### src/rtl/sdram_port_arbiter.sv
// sdram_port_arbiter: serialises CPU and video-DMA cycles onto the 68k SDRAM controller.
// Define ARB_TIMEOUT_EN to add the Dtack watchdog (TIMEOUT_CYCLES, Err output).
module sdram_port_arbiter #(
  parameter int VID_BURST_LIMIT = 4,
  parameter int TIMEOUT_CYCLES  = 255
) (
  input  logic        Clock,
  input  logic        Reset,
  input  logic        Cpu_Req,
  input  logic [31:0] Cpu_Addr,
  input  logic [15:0] Cpu_WData,
  input  logic        Cpu_WE_L,
  input  logic        Cpu_UDS_L,
  input  logic        Cpu_LDS_L,
  output logic        Cpu_Done,
  output logic [15:0] Cpu_RData,
  input  logic        Vid_Req,
  input  logic [31:0] Vid_Addr,
  output logic        Vid_Done,
  output logic [15:0] Vid_RData,
  output logic        Mem_Sel_L,
  output logic        Mem_AS_L,
  output logic [31:0] Mem_Addr,
  output logic [15:0] Mem_DataIn,
  output logic        Mem_WE_L,
  output logic        Mem_UDS_L,
  output logic        Mem_LDS_L,
  input  logic [15:0] Mem_DataOut,
  input  logic        Mem_Dtack_L,
  output logic [1:0]  Grant,
  output logic        Err
);

  typedef enum logic [1:0] {
    IDLE    = 2'd0,
    GNT_CPU = 2'd1,
    GNT_VID = 2'd2,
    RELEASE = 2'd3
  } state_t;

  localparam logic [3:0] BURST_LIM = 4'(VID_BURST_LIMIT);

  if (VID_BURST_LIMIT < 1 || VID_BURST_LIMIT > 15 ||
      TIMEOUT_CYCLES < 1 || TIMEOUT_CYCLES > 255) begin : g_bad_cfg
    $error("sdram_port_arbiter: parameter out of range");
  end

  state_t      r_state, w_state;
  logic [3:0]  r_starve, w_starve;
  logic        r_rel, w_rel;
  logic        r_sel_l, w_sel_l;
  logic [31:0] r_addr, w_addr;
  logic [15:0] r_wdata, w_wdata;
  logic        r_we_l, w_we_l;
  logic        r_uds_l, w_uds_l;
  logic        r_lds_l, w_lds_l;
  logic [1:0]  r_grant, w_grant;
  logic        r_cpu_done, w_cpu_done;
  logic        r_vid_done, w_vid_done;
  logic [15:0] r_cpu_rdata, w_cpu_rdata;
  logic [15:0] r_vid_rdata, w_vid_rdata;
  logic        r_err, w_err;
  logic        w_fin, w_cap;
  logic        w_vid_win;

`ifdef ARB_TIMEOUT_EN
  localparam logic [7:0] TO_LAST = 8'(TIMEOUT_CYCLES - 1);
  logic [7:0]  r_to_cnt, w_to_cnt;
`endif

  // Video wins unless the CPU has waited out a full video burst.
  assign w_vid_win = Vid_Req && !(Cpu_Req && r_starve == BURST_LIM);

  always_comb begin
    w_state     = r_state;
    w_starve    = r_starve;
    w_rel       = 1'b0;
    w_sel_l     = r_sel_l;
    w_addr      = r_addr;
    w_wdata     = r_wdata;
    w_we_l      = r_we_l;
    w_uds_l     = r_uds_l;
    w_lds_l     = r_lds_l;
    w_grant     = r_grant;
    w_cpu_done  = 1'b0;
    w_vid_done  = 1'b0;
    w_cpu_rdata = r_cpu_rdata;
    w_vid_rdata = r_vid_rdata;
    w_err       = 1'b0;
    w_fin       = 1'b0;
    w_cap       = 1'b0;
`ifdef ARB_TIMEOUT_EN
    w_to_cnt    = '0;
`endif
    unique case (r_state)
      IDLE: begin
        if (!Cpu_Req) w_starve = '0;
        if (w_vid_win) begin
          w_state = GNT_VID;
          w_sel_l = 1'b0;
          w_addr  = Vid_Addr;
          w_we_l  = 1'b1;
          w_uds_l = 1'b0;
          w_lds_l = 1'b0;
          w_grant = 2'b10;
          if (Cpu_Req && r_starve < BURST_LIM)
            w_starve = r_starve + 4'd1;
        end else if (Cpu_Req) begin
          w_state  = GNT_CPU;
          w_sel_l  = 1'b0;
          w_addr   = Cpu_Addr;
          w_wdata  = Cpu_WData;
          w_we_l   = Cpu_WE_L;
          w_uds_l  = Cpu_UDS_L;
          w_lds_l  = Cpu_LDS_L;
          w_grant  = 2'b01;
          w_starve = '0;
        end
      end
      GNT_CPU, GNT_VID: begin
        if (!Mem_Dtack_L) begin
          w_fin = 1'b1;
          w_cap = 1'b1;
        end
`ifdef ARB_TIMEOUT_EN
        else if (r_to_cnt == TO_LAST) begin
          w_fin = 1'b1;
          w_err = 1'b1;
        end else begin
          w_to_cnt = r_to_cnt + 8'd1;
        end
`endif
      end
      RELEASE: begin
        // r_rel marks that one RELEASE clock has already passed.
        if (r_rel && Mem_Dtack_L) w_state = IDLE;
        else w_rel = 1'b1;
      end
      default: w_state = IDLE;
    endcase

    if (w_fin) begin
      w_state    = RELEASE;
      w_sel_l    = 1'b1;
      w_we_l     = 1'b1;
      w_uds_l    = 1'b1;
      w_lds_l    = 1'b1;
      w_grant    = 2'b00;
      w_cpu_done = (r_state == GNT_CPU);
      w_vid_done = (r_state == GNT_VID);
    end
    if (w_cap && r_state == GNT_CPU) w_cpu_rdata = Mem_DataOut;
    if (w_cap && r_state == GNT_VID) w_vid_rdata = Mem_DataOut;
  end

  always_ff @(posedge Clock or posedge Reset) begin
    if (Reset) begin
      r_state     <= IDLE;
      r_starve    <= '0;
      r_rel       <= 1'b0;
      r_sel_l     <= 1'b1;
      r_addr      <= '0;
      r_wdata     <= '0;
      r_we_l      <= 1'b1;
      r_uds_l     <= 1'b1;
      r_lds_l     <= 1'b1;
      r_grant     <= 2'b00;
      r_cpu_done  <= 1'b0;
      r_vid_done  <= 1'b0;
      r_cpu_rdata <= '0;
      r_vid_rdata <= '0;
      r_err       <= 1'b0;
    end else begin
      r_state     <= w_state;
      r_starve    <= w_starve;
      r_rel       <= w_rel;
      r_sel_l     <= w_sel_l;
      r_addr      <= w_addr;
      r_wdata     <= w_wdata;
      r_we_l      <= w_we_l;
      r_uds_l     <= w_uds_l;
      r_lds_l     <= w_lds_l;
      r_grant     <= w_grant;
      r_cpu_done  <= w_cpu_done;
      r_vid_done  <= w_vid_done;
      r_cpu_rdata <= w_cpu_rdata;
      r_vid_rdata <= w_vid_rdata;
      r_err       <= w_err;
    end
  end

`ifdef ARB_TIMEOUT_EN
  always_ff @(posedge Clock or posedge Reset) begin
    if (Reset) r_to_cnt <= '0;
    else       r_to_cnt <= w_to_cnt;
  end
`endif

  assign Mem_Sel_L  = r_sel_l;
  assign Mem_AS_L   = r_sel_l;
  assign Mem_Addr   = r_addr;
  assign Mem_DataIn = r_wdata;
  assign Mem_WE_L   = r_we_l;
  assign Mem_UDS_L  = r_uds_l;
  assign Mem_LDS_L  = r_lds_l;
  assign Grant      = r_grant;
  assign Cpu_Done   = r_cpu_done;
  assign Vid_Done   = r_vid_done;
  assign Cpu_RData  = r_cpu_rdata;
  assign Vid_RData  = r_vid_rdata;
  assign Err        = r_err;

endmodule

### config.mk
export PLATFORM = sky130hd
export DESIGN_NAME = sdram_port_arbiter
export DESIGN_NICKNAME = d
export VERILOG_FILES = /design/src/rtl/sdram_port_arbiter.sv
export SDC_FILE = /design/constraint.sdc
export NUM_CORES = 1
export LEC_CHECK = 0
export ABC_AREA = 1
export BUFFER_PORTS_ARGS = -buffer_cell sky130_fd_sc_hd__buf_2
export CAP_MARGIN = 20
export CORE_AREA = 2 2 118 120
export CTS_BUF_LIST = sky130_fd_sc_hd__clkbuf_8
export CTS_CLUSTER_DIAMETER = 30
export DETAILED_ROUTE_END_ITERATION = 8
export DIE_AREA = 0 0 120 122
export GPL_TIMING_DRIVEN = 1
export HOLD_SLACK_MARGIN = 0.06
export PLACE_DENSITY = 0.63
export SETUP_SLACK_MARGIN = 0.05
export SKIP_CTS_REPAIR_TIMING = 1
export SYNTH_ARGS = -nofsm -noshare
export SYNTH_HDL_FRONTEND = slang
export SYNTH_SLANG_ARGS = --single-unit
### constraint.sdc
create_clock -name Clock -period 3.5 [get_ports Clock]
set_input_delay 0.175 -clock Clock [delete_from_list [all_inputs] [get_ports Clock]]
set_output_delay 0.175 -clock Clock [all_outputs]
set_load 0.02 [all_outputs]
==> impl_metrics.json <==
{
  "status": "finished clean",
  "cts_buffers": 9,
  "antenna_found_initial": 0,
  "synth-seq-area-share_pct": 53.27,
  "holdCritPathClass": "in -> reg",
  "rsz0062_at_grt": "no",
  "start_util_pct": 33.11,
  "rows": 43,
  "fin_ws_ns": 1.296,
  "hold_start": "Cpu_WData[0]",
  "grtUsageTotal_pct": 16.78,
  "drv_cap": 0,
  "hold_end": "Mem_DataIn[0]$_DFFE_PP0P_",
  "synth_top_cell_by_area": "dfrtp_1",
  "ys_warn_count": 0,
  "drt_iter0_drc": 208,
  "end_kind": "flip-flop",
  "cp-start-kind": "flip-flop",
  "insertedDiodeCount": 0,
  "setup_viol": 0,
  "grt_max_degree": 54,
  "clock-sinks": 95,
  "crit_chain": "inv_1 -> ha_1 -> nand2_1 -> inv_1 -> nand2_1 -> o21ai_0",
  "viasPerCell": 4.445,
  "die_h_um": 122,
  "final_net_count": 842,
  "synthDominantCellAreaShare_pct": 50.92,
  "synthArstFlopShare_pct": 100.0,
  "syn_area_um2": 4472,
  "cts_max_level": 3,
  "regToRegEndpoint": "Vid_RData[7]$_DFFE_PP0P_",
  "wl_um": 12380,
  "critPathKind": "reg -> reg",
  "leakage_nw": 3.445,
  "dp_slack_ns": 1.259,
  "io_buffers": 192,
  "critPathTopFamily": "simple AND/OR/NAND/NOR gates",
  "syn-num-nets": 649,
  "core_um2": 13500,
  "clock_skew_ns": 0.008071,
  "die_x_um": 120,
  "power_density_nw_per_um2": 847.2,
  "post-dp-hpwl_um": 8439,
  "crit_arrival_ns": 2.43,
  "worst-path-buf-inv": 2,
  "grt_overflow": 0,
  "final.period_utilization_pct": 62.97,
  "cpPeakStageDelay_ns": 0.70,
  "clockRootBuffer": "clkbuf_8",
  "layout-drive-gt1-share_pct": 30.53,
  "syn_avg_cell_area_um2": 8.296,
  "irDropWorstVdd_v": 0.0003393,
  "grt_pass1_vias": 3840,
  "r2r_start": "r_state[0]$_DFFE_PP0P_",
  "die_area_um2": 14640,
  "synth_seq_cells": 95,
  "crit_required_ns": 3.73,
  "synthCells": 539,
  "tns_ns": 0,
  "cts.path.max_buffers": 2,
  "fin_cells": 917,
  "grt_pass1_wl_um": 19120,
  "synth_edf_count": 0,
  "num-fill-cells": 1343,
  "tritoncts": "yes",
  "hold_viol": 0,
  "seqCellArea_um2": 2382,
  "drc": 0,
  "hold_depth": 3,
  "ios": 194,
  "wl_per_cell_um": 13.50,
  "area_growth_pct": 33.10,
  "fmax_mhz": 453.8,
  "multiInputGateArea_um2": 1655,
  "ys_top_cells_by_count": "196 x nand2_1, 91 x dfrtp_1, 65 x inv_1, 57 x nand3_1, 34 x o21ai_0",
  "worst_pin_slew_ns": 0.9701,
  "yosysMostFrequentCell": "nand2_1",
  "place_inst": 883,
  "clk_latency_ns": 0.38,
  "drtAntennaViolNets": 0,
  "synth_top_flop_cell": "dfrtp_1",
  "synth_area_leaders": "dfrtp_1 51%, nand2_1 16%, nand3_1 6.4%, nand3b_1 5.5%, inv_1 5.5%",
  "drv_slew": 0,
  "relSlewSlack_pct": 35.17,
  "path_clk_slew_ns": 0.09,
  "reg2reg_depth": 6,
  "num_vias": 4076,
  "routabilityCongestion": 0.7921,
  "min_period_ns": 2.204,
  "path_max_fanout": 33,
  "r2r_slack_ns": 1.30,
  "synth.distinct_cells": 25,
  "dr.pass1.iters": 4,
  "crit_slowest_cell": "nand2_1"
}
==> logic make-up (layout without fill, tap and decap cells) <==
| kind of cell | count (synthesis) | after routing | synth area share, % |
|---|---|---|---|
| flops | 95 | 95 | 53.27 |
| compound gates | 39 | 39 | 4.645 |
| buf+inv | 99 | 297 | 9.709 |
| other cells | 1 | 1 | 0.08386 |
| simple gates | 299 | 299 | 30.61 |
| fa+ha+maj | 6 | 6 | 1.679 |
==> state kept, by name (all words and copies together), names as in the netlist <==
name	cells
Grant	2
Mem_WE_L	1
Mem_UDS_L	1
Mem_LDS_L	1
Cpu_Done	1
Mem_AS_L	1
Vid_Done	1
r_starve	4
Mem_Addr	32
Cpu_RData	16
r_rel	1
Mem_DataIn	16
r_state	2
Vid_RData	16
==> final cells by class <==
class                      count  area share, %
clock inverter                 7          2.439
timing repair buffer         213          19.55
tap                          180          3.784
clock buffer                   9          2.081
inverter                      68          4.309
sequential                    95          40.03
multi-input combinational    345          27.81
==> tightest hold or removal path, delay by kind of cell <==
family        cells  cell delay [ns]
simple gates      2             0.15
buf+inv           1             0.07
==> layout by cell type (no fill, tap or decap) <==
cell           Yosys  final
a21oi_1            3      3
buf_2             11    192
buf_4              9      3
bufinv_16          0      4
clkbuf_8           0      9
clkinv_2           0      1
clkinv_4           0      2
clkinvlp_4         0      1
conb_1             1      1
dfrtp_1           91     91
dfstp_2            4      4
dlygate4sd3_1      0     18
ha_1               6      6
inv_1             65     64
inv_2              3      3
nand2_1          196    196
nand2_4            2      2
nand2_8            1      1
nand3_1           57     57
nand3b_1          33     33
nand4_1            2      2
nor2_1             4      4
nor2_4             1      1
o21ai_0           34     34
o21ai_4            1      1
o22ai_1            1      1
or2_0              2      2
or2_2              1      1
==> metrics by stage <==
stage	instance area (um2)	hold WS (ns)	utilization (%)	power (mW)
after global placement	5503	0.2391	40.75	4.087
after detailed placement	5503	0.2413	40.75	4.120
after floorplan	4472	0.3196	-	3.339
final	5952	0.05364	44.07	5.042
after global routing	5952	0.06010	44.07	5.431
after CTS	5772	-0.1865	42.74	5.085
==> report_power, final <==
part / switching [mW] / internal, mW / total (mW) / leakage, nW
combinational: 1.49 / 0.732 / 2.22 / 2.14
clock: 0.397 / 0.549 / 0.946 / 0.130
sequential: 0.265 / 1.61 / 1.88 / 1.18
total: 2.15 / 2.89 / 5.04 / 3.45
==> per-layer routing <==
metal	vias to the layer above	share of wire, %	global-route usage [%]
li1	2051	-	-
met1	1844	44	21.70
met2	164	43	24.72
met3	17	11	6.929
met4	0	2.1	7.206
met5	-	0	0
==> how the worst max path moves through the flow <==
stage                           endpoint  depth (start not counted)  slack (ns)              startpoint
2_1_floorplan         Cpu_Done$_DFF_PP0_                          1        0.85                   Reset
3_3_place_gp    Vid_RData[7]$_DFFE_PP0P_                          6        1.37  r_state[0]$_DFFE_PP0P_
3_5_place_dp   Vid_RData[10]$_DFFE_PP0P_                          6        1.26  r_state[0]$_DFFE_PP0P_
4_1_cts         Vid_RData[7]$_DFFE_PP0P_                          6        1.27  r_state[0]$_DFFE_PP0P_
5_1_grt         Vid_RData[6]$_DFFE_PP0P_                          7        0.91  r_state[0]$_DFFE_PP0P_
6_report        Vid_RData[7]$_DFFE_PP0P_                          6        1.30  r_state[0]$_DFFE_PP0P_
No activity file was read; power rests on OpenSTA's default activity.
